--- config.mk ---
export PLATFORM = sky130hd
export DESIGN_NAME = msg_scroller
export DESIGN_NICKNAME = d
export VERILOG_FILES = /design/src/rtl/msg_scroller_pkg.sv /design/src/rtl/msg_scroller_scroll_timer.sv /design/src/rtl/msg_scroller.sv
export SDC_FILE = /design/constraint.sdc
export NUM_CORES = 1
export LEC_CHECK = 0
export ABC_AREA = 0
export CAP_MARGIN = 20
export CORE_AREA = 2 2 203 205
export DETAILED_ROUTE_END_ITERATION = 8
export DIE_AREA = 0 0 205 207
export PLACE_DENSITY_LB_ADDON = 0.15
export REMOVE_ABC_BUFFERS = 1
export SETUP_SLACK_MARGIN = 0.15
export SLEW_MARGIN = 20
export SYNTH_ARGS = -nofsm -noshare
export SYNTH_HDL_FRONTEND = slang
export SYNTH_SLANG_ARGS = --single-unit
--- constraint.sdc ---
create_clock -name CLK -period 14.55 [get_ports CLK]
set_input_delay 2.1825 -clock CLK [delete_from_list [all_inputs] [get_ports CLK]]
set_output_delay 2.1825 -clock CLK [all_outputs]
set_load 0.03 [all_outputs]
--- src/rtl/msg_scroller_pkg.sv ---
// Shared constants and state encoding for the message scroller.
package msg_pkg;

  localparam int ADR_W = 5;
  // Window index width: one bit wider than the ROM address so pos+i never truncates.
  localparam int IDX_W = ADR_W + 1;

  localparam logic [7:0] BLANK_CHAR = 8'h20;

  typedef logic [1:0] state_t;
  localparam state_t IDLE   = 2'd0;
  localparam state_t FETCH  = 2'd1;
  localparam state_t SCROLL = 2'd2;

endpackage

--- src/rtl/msg_scroller_scroll_timer.sv ---
// Enable-gated divide-by-DIV counter; emits a one-tick step pulse at terminal count.
module scroll_timer #(
  parameter int DIV = 8
) (
  input  logic CLK,
  input  logic reset_n,
  input  logic enable,
  input  logic clr,
  output logic step
);

  localparam int CNT_W = (DIV > 1) ? $clog2(DIV) : 1;

  logic [CNT_W-1:0] cnt_q, cnt_d;

  assign step = enable && !clr && (cnt_q == CNT_W'(DIV - 1));

  always_comb begin
    cnt_d = cnt_q;
    if (clr || step) begin
      cnt_d = '0;
    end else if (enable) begin
      cnt_d = cnt_q + 1'b1;
    end
  end

  always_ff @(posedge CLK or negedge reset_n) begin
    if (!reset_n) begin
      cnt_q <= '0;
    end else begin
      cnt_q <= cnt_d;
    end
  end

endmodule

--- src/rtl/msg_scroller.sv ---
// Loads a message from the ROM sequencer into a buffer, then scrolls a DIGITS-wide window
// across it. Define MSG_SCROLLER_GAP_EN to insert a DIGITS-wide blank gap between repeats.
module msg_scroller
  import msg_pkg::*;
#(
  parameter int DATA_W     = 8,
  parameter int DEPTH      = 32,
  parameter int DIGITS     = 4,
  parameter int SCROLL_DIV = 8
) (
  input  logic                     CLK,
  input  logic                     reset_n,
  input  logic                     enable,
  input  logic                     start,
  input  logic                     stop,
  input  logic [ADR_W-1:0]         msg_len,
  input  logic [DATA_W-1:0]        rom_data,
  input  logic                     rom_done,
  output logic                     read_ROM,
  output logic [ADR_W-1:0]         adr_limit,
  output logic [DIGITS*DATA_W-1:0] disp,
  output logic                     busy,
  output logic                     loaded,
  output logic                     err
);

  localparam logic [DATA_W-1:0]        BLANK     = DATA_W'(BLANK_CHAR);
  localparam logic [DIGITS*DATA_W-1:0] BLANK_ALL = {DIGITS{BLANK}};

  state_t                   state_q, state_d;
  logic [ADR_W-1:0]         len_q, len_d;
  logic [ADR_W-1:0]         adr_q, adr_d;
  logic [ADR_W-1:0]         wr_ptr_q, wr_ptr_d;
  logic                     rd_q, rd_d;
  logic                     fill_q, fill_d;
  logic                     err_q, err_d;
  logic [IDX_W-1:0]         pos_q, pos_d;
  logic [DIGITS*DATA_W-1:0] disp_q, disp_d;
  logic [IDX_W-1:0]         period;
  logic [DIGITS*DATA_W-1:0] win;
  logic [DATA_W-1:0]        mem [DEPTH];
  logic                     do_load, wr_en, timer_clr, step;

  assign do_load   = enable && start && !stop && (state_q == IDLE || state_q == SCROLL);
  assign timer_clr = (state_q != SCROLL) || (enable && (start || stop));

`ifdef MSG_SCROLLER_GAP_EN
  assign period = IDX_W'(len_q) + IDX_W'(DIGITS + 1);
`else
  assign period = IDX_W'(len_q) + IDX_W'(1);
`endif

  scroll_timer #(
    .DIV (SCROLL_DIV)
  ) u_timer (
    .CLK     (CLK),
    .reset_n (reset_n),
    .enable  (enable),
    .clr     (timer_clr),
    .step    (step)
  );

  // Indices past the message end only occur with the gap enabled; they read as blanks.
  for (genvar gi = 0; gi < DIGITS; gi++) begin : g_win
    logic [IDX_W-1:0] idx;
    assign idx = (pos_q + IDX_W'(gi)) % period;
    assign win[(DIGITS-gi)*DATA_W-1 -: DATA_W] =
      (idx > IDX_W'(len_q)) ? BLANK : mem[idx[ADR_W-1:0]];
  end

  always_comb begin
    state_d  = state_q;
    len_d    = len_q;
    adr_d    = adr_q;
    rd_d     = rd_q;
    wr_ptr_d = wr_ptr_q;
    fill_d   = fill_q;
    err_d    = err_q;
    pos_d    = pos_q;
    wr_en    = 1'b0;
    if (do_load) begin
      state_d  = FETCH;
      len_d    = msg_len;
      adr_d    = msg_len;
      rd_d     = 1'b1;
      wr_ptr_d = '0;
      fill_d   = 1'b1;
      err_d    = 1'b0;
    end else if (enable) begin
      case (state_q)
        FETCH: begin
          if (stop) begin
            state_d = IDLE;
            rd_d    = 1'b0;
          end else if (fill_q) begin
            fill_d = 1'b0;
          end else begin
            wr_en    = 1'b1;
            wr_ptr_d = wr_ptr_q + 1'b1;
            if (wr_ptr_q == len_q) begin
              state_d = SCROLL;
              rd_d    = 1'b0;
              pos_d   = '0;
              err_d   = !rom_done;
            end
          end
        end
        SCROLL: begin
          if (stop) begin
            state_d = IDLE;
          end else if (step) begin
            pos_d = (pos_q == period - 1'b1) ? '0 : pos_q + 1'b1;
          end
        end
        default: ;
      endcase
    end
    disp_d = (state_q == SCROLL && !(enable && stop)) ? win : BLANK_ALL;
  end

  always_ff @(posedge CLK or negedge reset_n) begin
    if (!reset_n) begin
      state_q  <= IDLE;
      len_q    <= '0;
      adr_q    <= '0;
      wr_ptr_q <= '0;
      rd_q     <= 1'b0;
      fill_q   <= 1'b0;
      err_q    <= 1'b0;
      pos_q    <= '0;
      disp_q   <= BLANK_ALL;
    end else begin
      state_q  <= state_d;
      len_q    <= len_d;
      adr_q    <= adr_d;
      wr_ptr_q <= wr_ptr_d;
      rd_q     <= rd_d;
      fill_q   <= fill_d;
      err_q    <= err_d;
      pos_q    <= pos_d;
      disp_q   <= disp_d;
    end
  end

  always_ff @(posedge CLK) begin
    if (wr_en) begin
      mem[wr_ptr_q] <= rom_data;
    end
  end

  assign read_ROM  = rd_q;
  assign adr_limit = adr_q;
  assign disp      = disp_q;
  assign busy      = (state_q == FETCH);
  assign loaded    = (state_q == SCROLL);
  assign err       = err_q;

endmodule
# After elaboration in Yosys (flattened, before gate mapping)
# Memories as Yosys holds them, arrays and structs flattened.
# Index checks and enable logic that the tools add are counted.
word_totals:
  wordCells: 122
  input_bits: 19
  mem_count: 1
  ram_bits: 256
  ff_bits: 56
classes:
  addsub: 7
  eq_ne: 17
  n_reduce_logical: 30
  magnitude_cmp: 4
  bitwise_logic: 1
  div_mod_pow: 4
  mux: 49
memory_table:
  columns: ["memory", "depth", "width", "rd", "rd_clocked_by_memory_dff", "write_ports", "line_no", "rtl"]
  rows:
  - ["mem", 32, 8, 4, 0, 1, "msg_scroller.sv:41", "logic [DATA_W-1:0] mem [DEPTH];"]
ops:
  columns: ["op", "n"]
  rows:
  - ["$mux 6", 6]
  - ["$mux 32", 1]
  - ["$mux 8", 4]
  - ["$mux 5", 5]
  - ["$gt 6x5->1", 4]
  - ["$mod 6x6->6", 4]
  - ["$mux 1", 23]
  - ["$add 6x2->6 const B", 2]
  - ["$mux 2", 6]
  - ["$pmux 6 s2", 1]
  - ["$reduce_and 5->1", 2]
  - ["$reduce_bool 2->1", 5]
  - ["$logic_and 1x1->1", 8]
  - ["$ne 2x1->1 const B", 4]
  - ["$ne 2x2->1 const B", 4]
  - ["$reduce_and 4->1", 2]
  - ["$reduce_and 8->1", 1]
  - ["$add 5x1->6 const B", 1]
  - ["$add 6x1->6 const B", 1]
  - ["$eq 6x6->1", 1]
  - ["$mux 3", 2]
  - ["$ne 3x2->1 const B", 2]
  - ["$reduce_bool 3->1", 2]
  - ["$sub 6x1->6 const B", 1]
  - ["14 further kinds", 20]

# Longest topological paths before layout
# Gate-level depths: netlist of the first run.
logic_depth:
  ltp_word: 9
  depth_mapped: 55

# Hierarchy
# Synthesis of the first run repeated with hierarchy kept, for this count alone.
unflattened:
  cells_unflattened: 2674
  hier_area_um2: 25811.0
by_module_without_submodules:
  columns: ["mod", "n_inst", "area_each_um2", "cells_each"]
  rows:
  - ["msg_scroller", 1, 25643.3, 2660]
  - ["scroll_timer", 1, 167.7, 14]

# Worst setup path after synthesis of the first run
# Ideal clock, no wire load.
synth_timing:
  kind: "reg2reg"
  from: "register adr_limit[0] (netlist name)"
  to: "register disp_q[13] (netlist: disp[13])"
  arrival_ns: 10.944
  path_stages_with_launch: 50
  t_required_ns: 14.470
  synth_period_minus_slack_ns: 11.023
  slack_ns: 3.527
  cell_sequence: "dfrtp_1 ha_1 nand2_1 o21ba_2 buf_4 nor3_1 a21oi_1 a21oi_1 ha_1 inv_1 or4_1 a211oi_1 nor3_1 ha_1 o21a_1 o21a_1 o41ai_1 ha_1 [14 not listed] fa_1 nor2b_1 o21ai_1 a31o_2 nor2_1 a21o_1 buf_2 buf_2 ha_1 nor2b_1 o21ai_0 nand2b_1 a21oi_1 nor2b_1 o22ai_1 nand4_1 or4_1 o22a_1"
synth_lines:
  columns: ["item", "line_no", "rtl"]
  rows:
  - ["end signal, assigned", "msg_scroller.sv:141", "disp_q <= disp_d;"]
  - ["end, declared", "msg_scroller.sv:38", "logic [DIGITS*DATA_W-1:0] disp_q, disp_d;"]

==> summary by stage, run 1 <==
Outcome
The run finished with clean final reports.

Routing
The DRC violations left is 0. The pre-antenna-repair detailed-routing pass consisted of 8 iterations. The remaining antenna violation count after routing is 0. The first-iteration detailed-routing DRC count is 3,552. The sum of routed wire length over all layers is 93.2 mm. Using the TritonRoute via totals, the vias-per-cell ratio works out to 7.57. The detailed router placed 23.7k vias in this run. The detailed-route wire length per cell is 29.8 um.

Worst setup path
The cell family with the largest share of critical-path delay is compound AO/OA/AOI/OAI gates. The worst setup path is launched from a flip-flop. The largest single stage delay on the critical path is 1.11 ns. The arrival time at the worst endpoint is 13.78 ns. The critical path is of the reg2reg type. The sum of buffers and inverters on the critical path is 3. The highest net fanout along the worst path is 19. STA puts the critical path data required time at 15.06 ns. In this run the number of cells on the critical path is 42. The endpoint of the most critical register-to-register path is disp[20]. The sort of element at the end of the critical path is a flip-flop.

The register-to-register setup slack is 1.28 ns. The source of the worst register-to-register timing path is adr_limit[0]. The number of cells on the worst reg-to-reg path is 42.

The cell occurring most often along the worst timing path is ha_1. The slowest stage of the critical path is the clkinv_1 cell.

Logic synthesis
The sequential area share after synthesis is 35.9%. edfxtp_1 takes more of the synthesized area than any other cell. The average cell area after synthesis is 9.77 um2. After synthesis, the cell types taking the most area are edfxtp_1 30%, a211oi_1 8.1%, ha_1 6.2%. The post-synthesis instance total is 2,595. The area share of the leading cell type in the synthesized netlist is 30.3%.

The proportion of register bits with asynchronous set or reset after synthesis is 17.9%. The number of different library cells used by synthesis comes to 103. The post-synthesis register bit count is 312. The synthesized cell area is 0.0254 mm2. The most used flip-flop cell after synthesis is edfxtp_1.

The synthesis warning total is 0. The synthesized design contains 256 enable-type register cells.

STA
The total setup violations reported at the end of the flow is 0. The hold violation total from the final report is 0. Between clock sinks in the finished design, the worst skew comes to 0.0293 ns. The final cycle utilization of the critical path is 91.2%. The relative slew slack is 18.9%. The top achievable clock speed is 75.4 MHz.

The actual transition at the worst max-transition pin is 1.22 ns. The max-slew violation count came to 0. Setup repair after global routing left no endpoint under its margin. The time the worst path needs with I/O delays and setup is 13.27 ns.

Clock network
The library cell used as clock root buffer is clkbuf_16. The maximum level of the CTS H-tree is 2. The CTS buffer count is 38.

The maximum buffer depth of the clock tree is 3. TritonCTS built the clock tree. Buffers inserted to repair hold after CTS numbered 0.

The clock reaches the later pin of the worst-skew pair after 0.59 ns. After clock tree synthesis, the clock-pin slew on the worst setup and hold paths is 0.06 ns. The sink count of the clock tree is 312. Once the clock tree was built, the resizer swapped 0 gates to a different size. In this run the post-CTS setup repair buffer count came out at 0.

Min path
The path with the worst hold slack has its endpoint at read_ROM. The path class of the tightest hold or removal check is reg2reg. In this run the most critical hold path is launched from read_ROM. Counting instances, the worst hold path has a depth of 1.

Floorplan
The area enclosed by the die boundary is 0.0424 mm2. The initial core utilization is 62.8%. Measured along the y axis, the die boundary spans 207 um.

The count of pins on the block boundary is 60. The width of the chip is 205 um. The count of standard-cell rows is 74. The area inside the core boundary is 0.0404 mm2.

GRT
The global-route congestion overflow total is 0. The global-route total usage across every layer is 43.3%. The number of global-route vias before repair was 23.0k. The first global-routing pass estimated 138 mm of wire.

The largest net degree at the start of global routing is 150. The initial antenna violation count is 0.

Cells and area
Cells with a size suffix above 1 make up 13.8% of the layout. The filler cells instantiated in the layout total 3,130. The post-layout net count is 2,713. The core utilization of the finished layout is 68.6%. From synthesis to final layout, the design area changed by 9.26%.

Placement
The final estimated routing congestion in global placement is 0.994. In this run the tool buffered the top-level ports with 59 buffer cells. The post-DP HPWL is 56.9 mm.

Flow run
The count of max-cap constraint violations is 0.
-- layer usage --
layer / share of wire [%] / up-vias / wire length (um) / global-route usage [%]
met4: 7.5 / 0 / 6990 / 25.3
li1: - / 9983 / - / -
met3: 16 / 577 / 15100 / 16.2
met2: 41 / 2045 / 38100 / 61.8
met5: 0 / - / 0 / 0
met1: 35 / 11100 / 32900 / 56.2
-- worst max-delay path by stage --
stage | slack [ns] | end | startpoint
after floorplan | -1.66 | disp[13] | adr_limit[0]
after global placement | 0.36 | disp[20] | adr_limit[0]
after detailed placement | 1.29 | disp[20] | adr_limit[0]
after CTS | 1.19 | disp[20] | adr_limit[0]
after global routing | 0.70 | disp[20] | adr_limit[0]
final | 1.28 | disp[20] | adr_limit[0]
-- stage by stage --
step | setup slack, ns | TNS (ns) | area [um2] | instances | hold slack [ns]
after floorplan | -1.66 | -11.78 | 24400 | 2402 | 0.477
after global placement | 0.360 | 0 | 26300 | 3054 | 0.458
after detailed placement | 1.29 | 0 | 26400 | 3056 | 0.483
after CTS | 1.19 | 0 | 27700 | 3126 | 0.496
after global routing | 0.698 | 0 | 27700 | 3126 | 0.498
final | 1.28 | 0 | 27700 | 3127 | 0.495
-- cells by family (layout without fill, tap and decap cells) --
group / Yosys count / in the layout / synth area share (%)
compound gates: 724 / 724 / 21.9
xor+xnor: 54 / 54 / 1.87
fa+ha+maj: 130 / 130 / 6.56
buf+inv: 320 / 319 / 5.58
flops: 312 / 312 / 35.9
mux: 245 / 245 / 13.4
other cells: 0 / 1 / 0
simple gates: 810 / 810 / 14.8
-- cell type report --
type	instances	area (um2)	area share, %
multi-input combinational	1963	15000	54.2
sequential	312	9090	32.8
timing repair buffer	122	1090	3.92
clock buffer	49	1050	3.80
tap	532	666	2.40
inverter	127	482	1.74
clock inverter	21	300	1.08
antenna	1	2.50	0.00903
-- layout by cell type (no fill, tap or decap), types with 18 or more instances in the layout --
| master | n |
|---|---|
| xnor2_1 | 26 |
| mux4_2 | 64 |
| nor2b_1 | 18 |
| or3_1 | 18 |
| nand2_1 | 326 |
| clkbuf_16 | 39 |
| and3_1 | 42 |
| nor3_1 | 34 |
| o211ai_1 | 76 |
| edfxtp_1 | 256 |
| ha_1 | 125 |
| clkdlybuf4s50_1 | 54 |
| a311oi_1 | 84 |
| xor2_1 | 26 |
| a21oi_1 | 38 |
| o21ai_0 | 59 |
| mux2_2 | 64 |
| mux2i_1 | 108 |
| buf_4 | 58 |
| dfrtp_1 | 52 |
| nand4_1 | 44 |
| nand3_1 | 47 |
| o21a_1 | 39 |
| inv_1 | 117 |
| a211oi_1 | 272 |
| nor2_1 | 175 |
-- state kept, by name, summed over array words and instances (netlist names) --
signal / cells
pos_q: 6
u_timer.cnt_q: 3
fill_q: 1
read_ROM: 1
state_q: 2
mem: 256
err: 1
disp: 32
adr_limit: 5
wr_ptr_q: 5
-- cells in the mapped netlist (6+ instances only) --
master and instances:
mux2i_1 109, nand3_1 47, a311o_1 7, nor2b_1 18, clkbuf_1 74, a21boi_0 11
a21o_1 14, dfrtp_1 52, ha_1 125, inv_1 117, o22ai_1 13, buf_4 17
mux2_2 64, edfxtp_1 256, o211ai_1 76, mux4_2 64, o21ai_0 59, nand2_1 327
o31ai_1 9, inv_2 7, nor3_1 34, a31oi_1 16, xor2_1 26, nand2b_1 10
buf_2 86, a21oi_1 38, nand3b_1 6, o21a_1 40, a311oi_1 84, nor2_1 191
or2_2 9, xnor2_1 28, a211oi_1 273, a22oi_1 8, nor3b_1 11, buf_1 11
and3_1 42, or4_1 6, nand4_1 44, or3_1 18, nor4_1 15, and2_1 8
Power of run 1 is left out: the tool's default activity adds up to more than one toggle a clock period on the data nets, which glitch-free logic cannot reach.
==> inputs of run 2 (changes only) <==
--- a/config.mk
+++ b/config.mk
@@ -7,9 +7,9 @@
 export LEC_CHECK = 0
 export ABC_AREA = 0
 export CAP_MARGIN = 20
-export CORE_AREA = 2 2 203 205
+export CORE_AREA = 2 2 182 228
 export DETAILED_ROUTE_END_ITERATION = 8
-export DIE_AREA = 0 0 205 207
+export DIE_AREA = 0 0 184 230
 export PLACE_DENSITY_LB_ADDON = 0.15
 export REMOVE_ABC_BUFFERS = 1
 export SETUP_SLACK_MARGIN = 0.15
==> run 2 against run 1 <==
  * The run now ends with design-rule violations left
  * Non-clock buffer count increased by 5
  * Flip-flop and latch count unchanged
  * First-iteration DRC count decreased by 11%
  * Critical path depth decreased by 1
  * Maximum frequency decreased by 5.2%
  * Setup slack got worse by 0.73 ns
  * Sequential share of layout area increased by 0.41 points
  * Core utilization decreased by 0.24 points
  * Clock skew decreased by 0.0062 ns
  * Count of clock-buffer cells in the layout decreased by 12
  * Global-route usage increased by 1.3 points
  * Final cell count decreased by 1.2%
  * Critical path type unchanged
==> summary by stage, run 2 (synthesized netlist as in run 1, its figures left out) <==
GRT
The number of global-route vias before repair is 23.1k. The first global-routing pass estimated 141 mm of wire. For this run, the total global-route usage over all layers was measured as 44.6%. The initial antenna violation count is 2. Entering global routing, the biggest net connects 126 pins.

The global-route congestion overflow total is 0.

Worst setup path
The delay of the slowest cell on the worst path is 1.07 ns. The worst setup path is launched from a flip-flop. By instance count, the cell type seen most on the critical path is ha_1. The number of buffers and inverters on the critical path is 2. The critical-path cell with the highest stage delay is clkinvlp_4.

The classification of the worst setup path is reg2reg. STA classifies the critical path endpoint as a flip-flop. In this run the worst path has a maximum fanout of 19.

The cell family with the largest share of critical-path delay is compound AO/OA/AOI/OAI gates. The register-to-register setup slack is 0.55 ns. The required time of the worst setup path is 15.04 ns. For the worst setup path, the data arrival time is 14.49 ns.

Clock network
The maximum level of the CTS H-tree is 1. After clock tree synthesis, the flow added hold-fix buffers numbering 0. Once the clock tree was built, the resizer swapped 0 gates to a different size. TritonCTS created 31 clock buffers.

The clock input transition at the sequential cells of the worst setup and hold paths is 0.06 ns. The library cell used as clock root buffer is clkbuf_16. The worst-skew pair later-pin latency is 0.61 ns. The sink count of the clock tree is 312.

The TritonCTS clock tree is yes. The post-CTS setup buffer count is 0. The clock passes through at most 3 buffers.

Cells and area
The most flop-heavy register is mem. Relative to the synthesized area, the layout overhead comes to 7.91%. The top cell types in the final layout, fill and taps aside, are 326 x nand2_1, 272 x a211oi_1, 256 x edfxtp_1. The number of antenna diodes in the final layout is 0. The most common cell after layout, fill and taps aside is nand2_1. After filler insertion, the fill cell instance count of the layout stands at 3,075. The final layout contains 2,711 nets.

The number of flip-flops in the largest register is 256. The fraction of final layout cells with drive strength greater than 1 is 13.2%.

Flow run
The count of max-cap constraint violations is 0.

Floorplan
The floorplan has 82 rows. The initial core utilization is 63.4%. From bottom edge to top edge, the die measures 230 um. For this design the top-level I/O count stands at 60.

The region available for standard cell placement spans 0.0400 mm2. The floorplan step set the die width to 184 um. The area enclosed by the die boundary is 0.0423 mm2.

Routing
The count of nets left with antenna violations once routing finished came out at 0. After detailed routing, the total wire length is 94.5 mm. In the final routed layout, each cell accounts on average for 30.6 um. For this block, the initial DRC count from the detailed router was 3,177. The via total after detailed routing is 23.7k. The DRC violations left is 9. After detailed routing, the number of vias per cell comes to 7.67. The pre-antenna-repair detailed-routing pass consisted of 9 iterations.

STA
The final cycle utilization of the critical path is 96.2%. The max-slew violation count is 0. Setup total negative slack on the finished layout was measured at 0 ns. The relative slew slack is 10.6%. The total setup violations reported at the end of the flow is 0. The hold violation total from the final report came to 0. The time the worst path needs with I/O delays and setup is 14.00 ns.

The top achievable clock speed is 71.4 MHz. For the pin with the worst max-slew slack, the measured transition is 1.34 ns. The clock skew is 0.0231 ns. Setup repair after global routing left no endpoint under its margin.

Min path
The class of the tightest hold or removal check is reg2reg.

Placement
Routability-driven placement finished with a final weighted congestion of 1.05. The quantity of I/O buffers inserted on ports is 59. After legalization and detailed placement, the total HPWL measured 60.7 mm.

Outcome
The run finished, with violations left. The checks that failed: design-rule violations.
## run 2: changes by cell type in the layout (fill, tap and decap cells not counted), moves of 2 or more
cell / change
buf_12: -2
buf_4: +4
buf_6: +3
clkbuf_16: -8
clkbuf_8: -4
clkinv_8: -2
clkinvlp_4: +2
nor2_1: +11
nor2_2: -11
nor4_1: -4
nor4_2: +4
## run 2: final cells by class
| cell class | instances | area (um2) | area share, % |
|---|---|---|---|
| inverters | 127 | 485 | 1.77 |
| flip-flops and latches | 312 | 9090 | 33.2 |
| multi-input cells | 1963 | 15000 | 54.9 |
| well taps | 504 | 631 | 2.30 |
| clock buffers | 37 | 798 | 2.92 |
| clock inverters | 19 | 239 | 0.873 |
| repair buffers | 127 | 1100 | 4.03 |
## run 2: per-stage QoR
| stage | setup WS [ns] | instance area [um2] | util [%] | hold WS, ns | std cells |
|---|---|---|---|---|---|
| 5_1_grt | 0.404 | 27400 | 68.4 | 0.500 | 3089 |
| 3_3_place_gp | 0.164 | 26200 | 65.5 | 0.461 | 3027 |
| 6_report | 0.551 | 27400 | 68.4 | 0.473 | 3089 |
| 3_5_place_dp | 1.12 | 26300 | 65.6 | 0.472 | 3029 |
| 2_1_floorplan | -1.66 | 24400 | - | 0.477 | 2402 |
| 4_1_cts | 1.00 | 27300 | 68.2 | 0.481 | 3085 |
## run 2: worst reg2reg max path, delay by kind of cell (launching register included)
family,cells,cell delay (ns)
buffers and inverters,2,1.39
AO/OA/AOI/OAI,19,6.33
flip-flops,1,0.50
adder cells (fa/ha/maj),7,2.58
AND/OR/NAND/NOR,13,3.11
## run 2: final timing paths
check,from,end,cells past startpoint
worst max-delay path,adr_limit[0],disp[18],41
worst min register to register,read_ROM,read_ROM,1
worst min-delay path,read_ROM,read_ROM,1
max in group asynchronous,reset_n,read_ROM,2
min in group asynchronous,reset_n,disp[12],2
worst max register to register,adr_limit[0],disp[18],41
## run 2: metal layers
| metal | GRT usage [%] | routed length, um |
|---|---|---|
| met1 | 51.0 | 30200 |
| met3 | 12.7 | 12200 |
| met4 | 38.5 | 10800 |
| met5 | 0 | 13 |
| met2 | 68.4 | 41300 |
Power of run 2 is left out for the same reason.
